`src/rtl/vga_timing_pkg.sv`:
```
// Shared timing defaults and the sync bundle carried by the delay line.
package vga_timing_pkg;

  localparam int DEF_H_VISIBLE = 640;
  localparam int DEF_H_FP      = 16;
  localparam int DEF_H_SYNC    = 96;
  localparam int DEF_H_BP      = 48;
  localparam int DEF_V_VISIBLE = 480;
  localparam int DEF_V_FP      = 10;
  localparam int DEF_V_SYNC    = 2;
  localparam int DEF_V_BP      = 33;
  localparam int DEF_PIPE_DELAY = 2;

  localparam int DEF_H_TOTAL = DEF_H_VISIBLE + DEF_H_FP + DEF_H_SYNC + DEF_H_BP;
  localparam int DEF_V_TOTAL = DEF_V_VISIBLE + DEF_V_FP + DEF_V_SYNC + DEF_V_BP;

  typedef struct packed {
    logic hs;
    logic vs;
    logic blank;
  } sync_t;

  // Syncs are active-low, so the idle bundle is both syncs high and display disabled.
  localparam sync_t SYNC_IDLE = '{hs: 1'b1, vs: 1'b1, blank: 1'b0};

endpackage

```
`src/rtl/sync_delay_line.sv`:
```
// Shift register that lines up hs/vs/blank with the mappers' registered RGB.
module sync_delay_line
  import vga_timing_pkg::*;
#(
  parameter int DEPTH = 2
) (
  input  logic                       vga_clk,
  input  logic                       reset_n,
  input  logic [$bits(sync_t)-1:0]   din,
  output logic [$bits(sync_t)-1:0]   dout
);

  if (DEPTH == 0) begin : g_wire
    logic unused_clk_rst;
    assign unused_clk_rst = &{1'b0, vga_clk, reset_n};
    assign dout = din;
  end else begin : g_pipe
    sync_t stage [DEPTH];

    // Reset flushes every stage so no stale sync pulse can leak out after release.
    always_ff @(posedge vga_clk or negedge reset_n) begin
      if (!reset_n) begin
        for (int i = 0; i < DEPTH; i++) stage[i] <= SYNC_IDLE;
      end else begin
        stage[0] <= din;
        for (int i = 1; i < DEPTH; i++) stage[i] <= stage[i-1];
      end
    end

    assign dout = stage[DEPTH-1];
  end

endmodule

```
`src/rtl/vga_timing_gen.sv`:
```
// 640x480@60 raster counters with registered coordinates and delayed sync/enable.
module vga_timing_gen
  import vga_timing_pkg::*;
#(
  parameter int H_VISIBLE  = DEF_H_VISIBLE,
  parameter int H_FP       = DEF_H_FP,
  parameter int H_SYNC     = DEF_H_SYNC,
  parameter int H_BP       = DEF_H_BP,
  parameter int V_VISIBLE  = DEF_V_VISIBLE,
  parameter int V_FP       = DEF_V_FP,
  parameter int V_SYNC     = DEF_V_SYNC,
  parameter int V_BP       = DEF_V_BP,
  parameter int PIPE_DELAY = DEF_PIPE_DELAY
) (
  input  logic       vga_clk,
  input  logic       reset_n,
  output logic [9:0] DrawX,
  output logic [9:0] DrawY,
  output logic       blank,
  output logic       hs,
  output logic       vs,
  output logic       blank_out,
  output logic       line_start,
  output logic       frame_start
);

  localparam int H_TOTAL = H_VISIBLE + H_FP + H_SYNC + H_BP;
  localparam int V_TOTAL = V_VISIBLE + V_FP + V_SYNC + V_BP;

  localparam logic [9:0] H_LAST = 10'(H_TOTAL - 1);
  localparam logic [9:0] V_LAST = 10'(V_TOTAL - 1);

  // Decode bounds are 11 bits so a sync pulse ending exactly at 1024 still compares correctly.
  localparam logic [10:0] H_VIS_END = 11'(H_VISIBLE);
  localparam logic [10:0] HS_START  = 11'(H_VISIBLE + H_FP);
  localparam logic [10:0] HS_END    = 11'(H_VISIBLE + H_FP + H_SYNC);
  localparam logic [10:0] V_VIS_END = 11'(V_VISIBLE);
  localparam logic [10:0] VS_START  = 11'(V_VISIBLE + V_FP);
  localparam logic [10:0] VS_END    = 11'(V_VISIBLE + V_FP + V_SYNC);

  logic [9:0]  hc_next;
  logic [9:0]  vc_next;
  logic [10:0] hc_wide;
  logic [10:0] vc_wide;
  sync_t       raw_next;
  sync_t       raw_q;
  sync_t       delayed;

  // Decode from the next-state counters so the registered outputs line up with DrawX/DrawY.
  always_comb begin
    hc_next = DrawX + 10'd1;
    vc_next = DrawY;
    if (DrawX == H_LAST) begin
      hc_next = '0;
      vc_next = (DrawY == V_LAST) ? '0 : DrawY + 10'd1;
    end
    hc_wide        = {1'b0, hc_next};
    vc_wide        = {1'b0, vc_next};
    raw_next.hs    = !((hc_wide >= HS_START) && (hc_wide < HS_END));
    raw_next.vs    = !((vc_wide >= VS_START) && (vc_wide < VS_END));
    raw_next.blank = (hc_wide < H_VIS_END) && (vc_wide < V_VIS_END);
  end

  // Reset parks on the last pixel of the frame so the first edge lands on (0,0).
  always_ff @(posedge vga_clk or negedge reset_n) begin
    if (!reset_n) begin
      DrawX       <= H_LAST;
      DrawY       <= V_LAST;
      raw_q       <= SYNC_IDLE;
      line_start  <= 1'b0;
      frame_start <= 1'b0;
    end else begin
      DrawX       <= hc_next;
      DrawY       <= vc_next;
      raw_q       <= raw_next;
      line_start  <= (hc_next == 10'd0);
      frame_start <= (hc_next == 10'd0) && (vc_next == 10'd0);
    end
  end

  assign blank = raw_q.blank;

  sync_delay_line #(
    .DEPTH(PIPE_DELAY)
  ) u_sync_delay (
    .vga_clk(vga_clk),
    .reset_n(reset_n),
    .din    (raw_q),
    .dout   (delayed)
  );

  assign hs        = delayed.hs;
  assign vs        = delayed.vs;
  assign blank_out = delayed.blank;

endmodule

```
`config.mk`:
```
export PLATFORM = sky130hd
export DESIGN_NAME = vga_timing_gen
export DESIGN_NICKNAME = d
export VERILOG_FILES = /design/src/rtl/vga_timing_pkg.sv /design/src/rtl/sync_delay_line.sv /design/src/rtl/vga_timing_gen.sv
export SDC_FILE = /design/constraint.sdc
export NUM_CORES = 1
export LEC_CHECK = 0
export ABC_CLOCK_PERIOD_IN_PS = 3200
export CAP_MARGIN = 20
export CORE_MARGIN = 2
export CORE_UTILIZATION = 52
export DETAILED_ROUTE_END_ITERATION = 8
export PLACE_DENSITY = 0.83
export SLEW_MARGIN = 25
export SYNTH_ARGS = -nofsm -noshare
export SYNTH_HDL_FRONTEND = slang
export SYNTH_SLANG_ARGS = --single-unit
```
`constraint.sdc`:
```
create_clock -name vga_clk -period 3.2 [get_ports vga_clk]
set_clock_uncertainty 0.15 [all_clocks]
set_input_delay 0.48 -clock vga_clk [delete_from_list [all_inputs] [get_ports vga_clk]]
set_output_delay 0.48 -clock vga_clk [all_outputs]
set_load 0.02 [all_outputs]
```
==> reports/metrics.yaml <==
status:
  status: "completed"
synth:
  synth_area_um2: 1650
  synth_ff_type: "dfstp_2"
  netlist_top_cells_count: "16 x dfstp_2, 15 x dfrtp_1, 15 x nand2_1, 12 x nand3_1, 11 x nor2_1"
  yosysWarningCount: 0
  synth_cell_type_count: 37
  ys_seq_area_frac: 0.481
  synth-edff-count: 0
  syn-instance-count: 167
  avgSynthCellArea_um2: 9.90
  synth_most_common_cell: "dfstp_2"
  synth_nets: 172
  synth_seq_cells: 31
  synth.largest_area_cell: "dfstp_2"
  synth-async-reset-ratio: 1.00
  synth_top_area_share: 0.254
  synth_area_leaders: "dfstp_2 25%, dfrtp_1 23%, xnor2_1 5.3%"
worst_setup_path:
  end_kind: "flip-flop"
  crit_path_max_fanout: 10
  worstSetupPathType: "reg -> reg"
  critPathLaunch: "DrawX[0]"
  r2r_start: "DrawX[0]"
  path_cells: "ha_1 -> nand4_1 -> or3_1 -> a2111oi_2 -> a211oi_1 -> nor3_1 -> and4b_1"
  ff2ff_setup_slack_ns: 0.27
  slowest_delay_ns: 0.64
  crit_required_ns: 3.33
  cpMaxStageDelayCell: "or3_1"
  crit_arrival_ns: 3.06
  cp_num_buf_inv: 0
  critPathLaunchType: "flip-flop"
  crit_family: "simple AND/OR/NAND/NOR gates"
clocking:
  insertion_delay_ns: 0.34
  cts_buffer_depth: 2
  post-cts-setup-buffer-count: 0
  cts_made_buffers: 5
  clkTransAtPathRegs_ns: 0.10
  cts_root_buf: "clkbuf_4"
  cts_hold_buf: 0
  cts_tree: "done"
  cts_resized: 0
  htreeDepth: 2
  clkSinkCount: 31
placement:
  place_congestion: 0.923
  dp_cells: 232
  placed_cell_area_um2: 1950
  port_buffers: 27
  dp_hpwl_um: 2500
final_layout:
  layout.nets: 200
  drive_above_1_share: 0.168
  fin_area_um2: 2030
  antennaDiodeCount: 0
  fill_cells: 244
  area_delta_synth_final_pct: 22.9
  final_cells: 240
timing:
  slew_violations: 0
  fin_crit_ns: 2.93
  finalSetupTns_ns: 0
  worstMarginPinSlew_ns: 0.513
  max_freq_mhz: 341
  fin_crit_sh: 0.916
  rsz0062_at_grt: "no"
  report.final.hold_viol_count: 0
  setup_viol: 0
  maxSlewHeadroom: 0.653
global_route:
  grt.total_usage: 0.226
  gr-total-overflow: 0
  grt_max_degree: 32
  grt_pass1_wl_um: 6070
  antenna_found_initial: 0
  grt_pass1_vias: 1300
pwr:
  power.internal_mw: 0.559
  switchingPower_mw: 0.148
  p_comb_frac: 0.013
  clkPwrFrac: 0.432
  ir_worst_vdd_mv: 0.305
  swShare: 0.209
  seq_power_share: 0.556
  p_per_area_nw_per_um2: 348
  power_leakage_nw: 0.767
floorplan:
  rows: 20
  ioPinCount: 28
  fp.coreArea_um2: 3030
  die_x_um: 60.4
  die_area_um2: 3650
  die_h_um: 60.4
  initial_core_util: 0.546
detailed_routing:
  post_drt_via_cell_ratio: 5.76
  num_vias: 1383
  routedWlPerCell_um: 14.9
  detail-route-antenna-nets: 0
  drc: 0
  initialDrtViolationCount: 74
  dr.pass1.iters: 4
  wl_um: 3580
hold_path:
  hp-class: "reg -> reg"
  hp-start: "u_sync_delay.g_pipe.stage[4]"
flow_run:
  cap_violations: 0
[layout make-up]
class	count	area [um2]	area share
Clock buffer	5	37.5	0.0185
Clock inverter	3	43.8	0.0215
Inverter	5	18.8	0.00923
Multi-Input combinational cell	122	790	0.388
Sequential cell	31	796	0.391
Tap cell	44	55.1	0.0271
Timing Repair Buffer	30	293	0.144
[worst reg2reg max path, delay by kind of cell (launching register included)]
kind,cells,cell delay (ns)
simple gates,4,1.34
compound gates,2,0.50
flops,1,0.63
fa+ha+maj,1,0.27
[cell families (layout without fill, tap and decap cells)]
family	count (synthesis)	in the layout	share of synthesized area
compound gates	32	32	0.134
mux	1	1	0.00605
flops	31	31	0.481
buf+inv	14	43	0.0416
fa+ha+maj	3	3	0.0227
xor+xnor	14	14	0.0741
simple gates	72	72	0.241
[per-stage QoR]
stage	power [mW]	hold slack, ns	util	setup WS, ns
6_report	0.707	0.211	0.671	0.267
5_1_grt	0.734	0.218	0.671	0.0862
4_1_cts	0.712	0.213	0.671	0.276
3_5_place_dp	0.409	0.190	0.645	0.305
3_3_place_gp	0.409	0.187	0.645	0.430
2_1_floorplan	0.399	0.0344	-	0.498
[power by group through the flow]
stage	Clock (mW)	Sequential (mW)	Combinational, mW
after floorplan	0	0.399	0.000000276
after global placement	0	0.399	0.00933
after detailed placement	0	0.399	0.00951
after CTS	0.310	0.393	0.00956
after global routing	0.331	0.393	0.0107
final	0.305	0.393	0.00888
[metal layers]
layer  wire length (um)  global-route usage  vias to the layer above
met3                230              0.0640                        8
met5                  0                   0                        -
met4                 57               0.102                        0
met2               1730               0.342                       62
met1               1570               0.305                      658
li1                   -                   -                      655
[flip-flops by register name, indices dropped and copies added, names as in the netlist]
register and count:
DrawX 10, DrawY 10, u_sync_delay.dout 3, u_sync_delay.g_pipe.stage 3, raw_q 2, blank 1, frame_start 1, line_start 1
[placed cells by master (no fill, tap or decap), drive strengths merged, types with 2 or more instances in the layout]
cell type      netlist  routed
o21bai               2       2
inv                  5       5
a2111oi              2       2
clkinv               0       2
a211oi               3       3
and4b                3       3
o21ai                7       7
nor3                 6       6
nor2b                3       3
clkbuf               6       5
buf                  3       3
nand2b               4       4
a21oi                7       7
ha                   3       3
and3                 4       4
dfstp               16      16
or3                  3       3
clkdlybuf4s50        0      27
xnor2               10      10
nand2               15      15
o31ai                4       4
dfrtp               15      15
xor2                 4       4
nand4                9       9
nor2                11      11
nand3               12      12
[final timing paths]
kind / end / cells after the start
worst max-delay path: frame_start / 7
worst min-delay path: u_sync_delay.dout[1] / 0
worst max register to register: frame_start / 7
worst min register to register: u_sync_delay.dout[1] / 0
max in group asynchronous: DrawX[1] / 2
min in group asynchronous: DrawX[5] / 2
(Power assumes the default switching activity.)
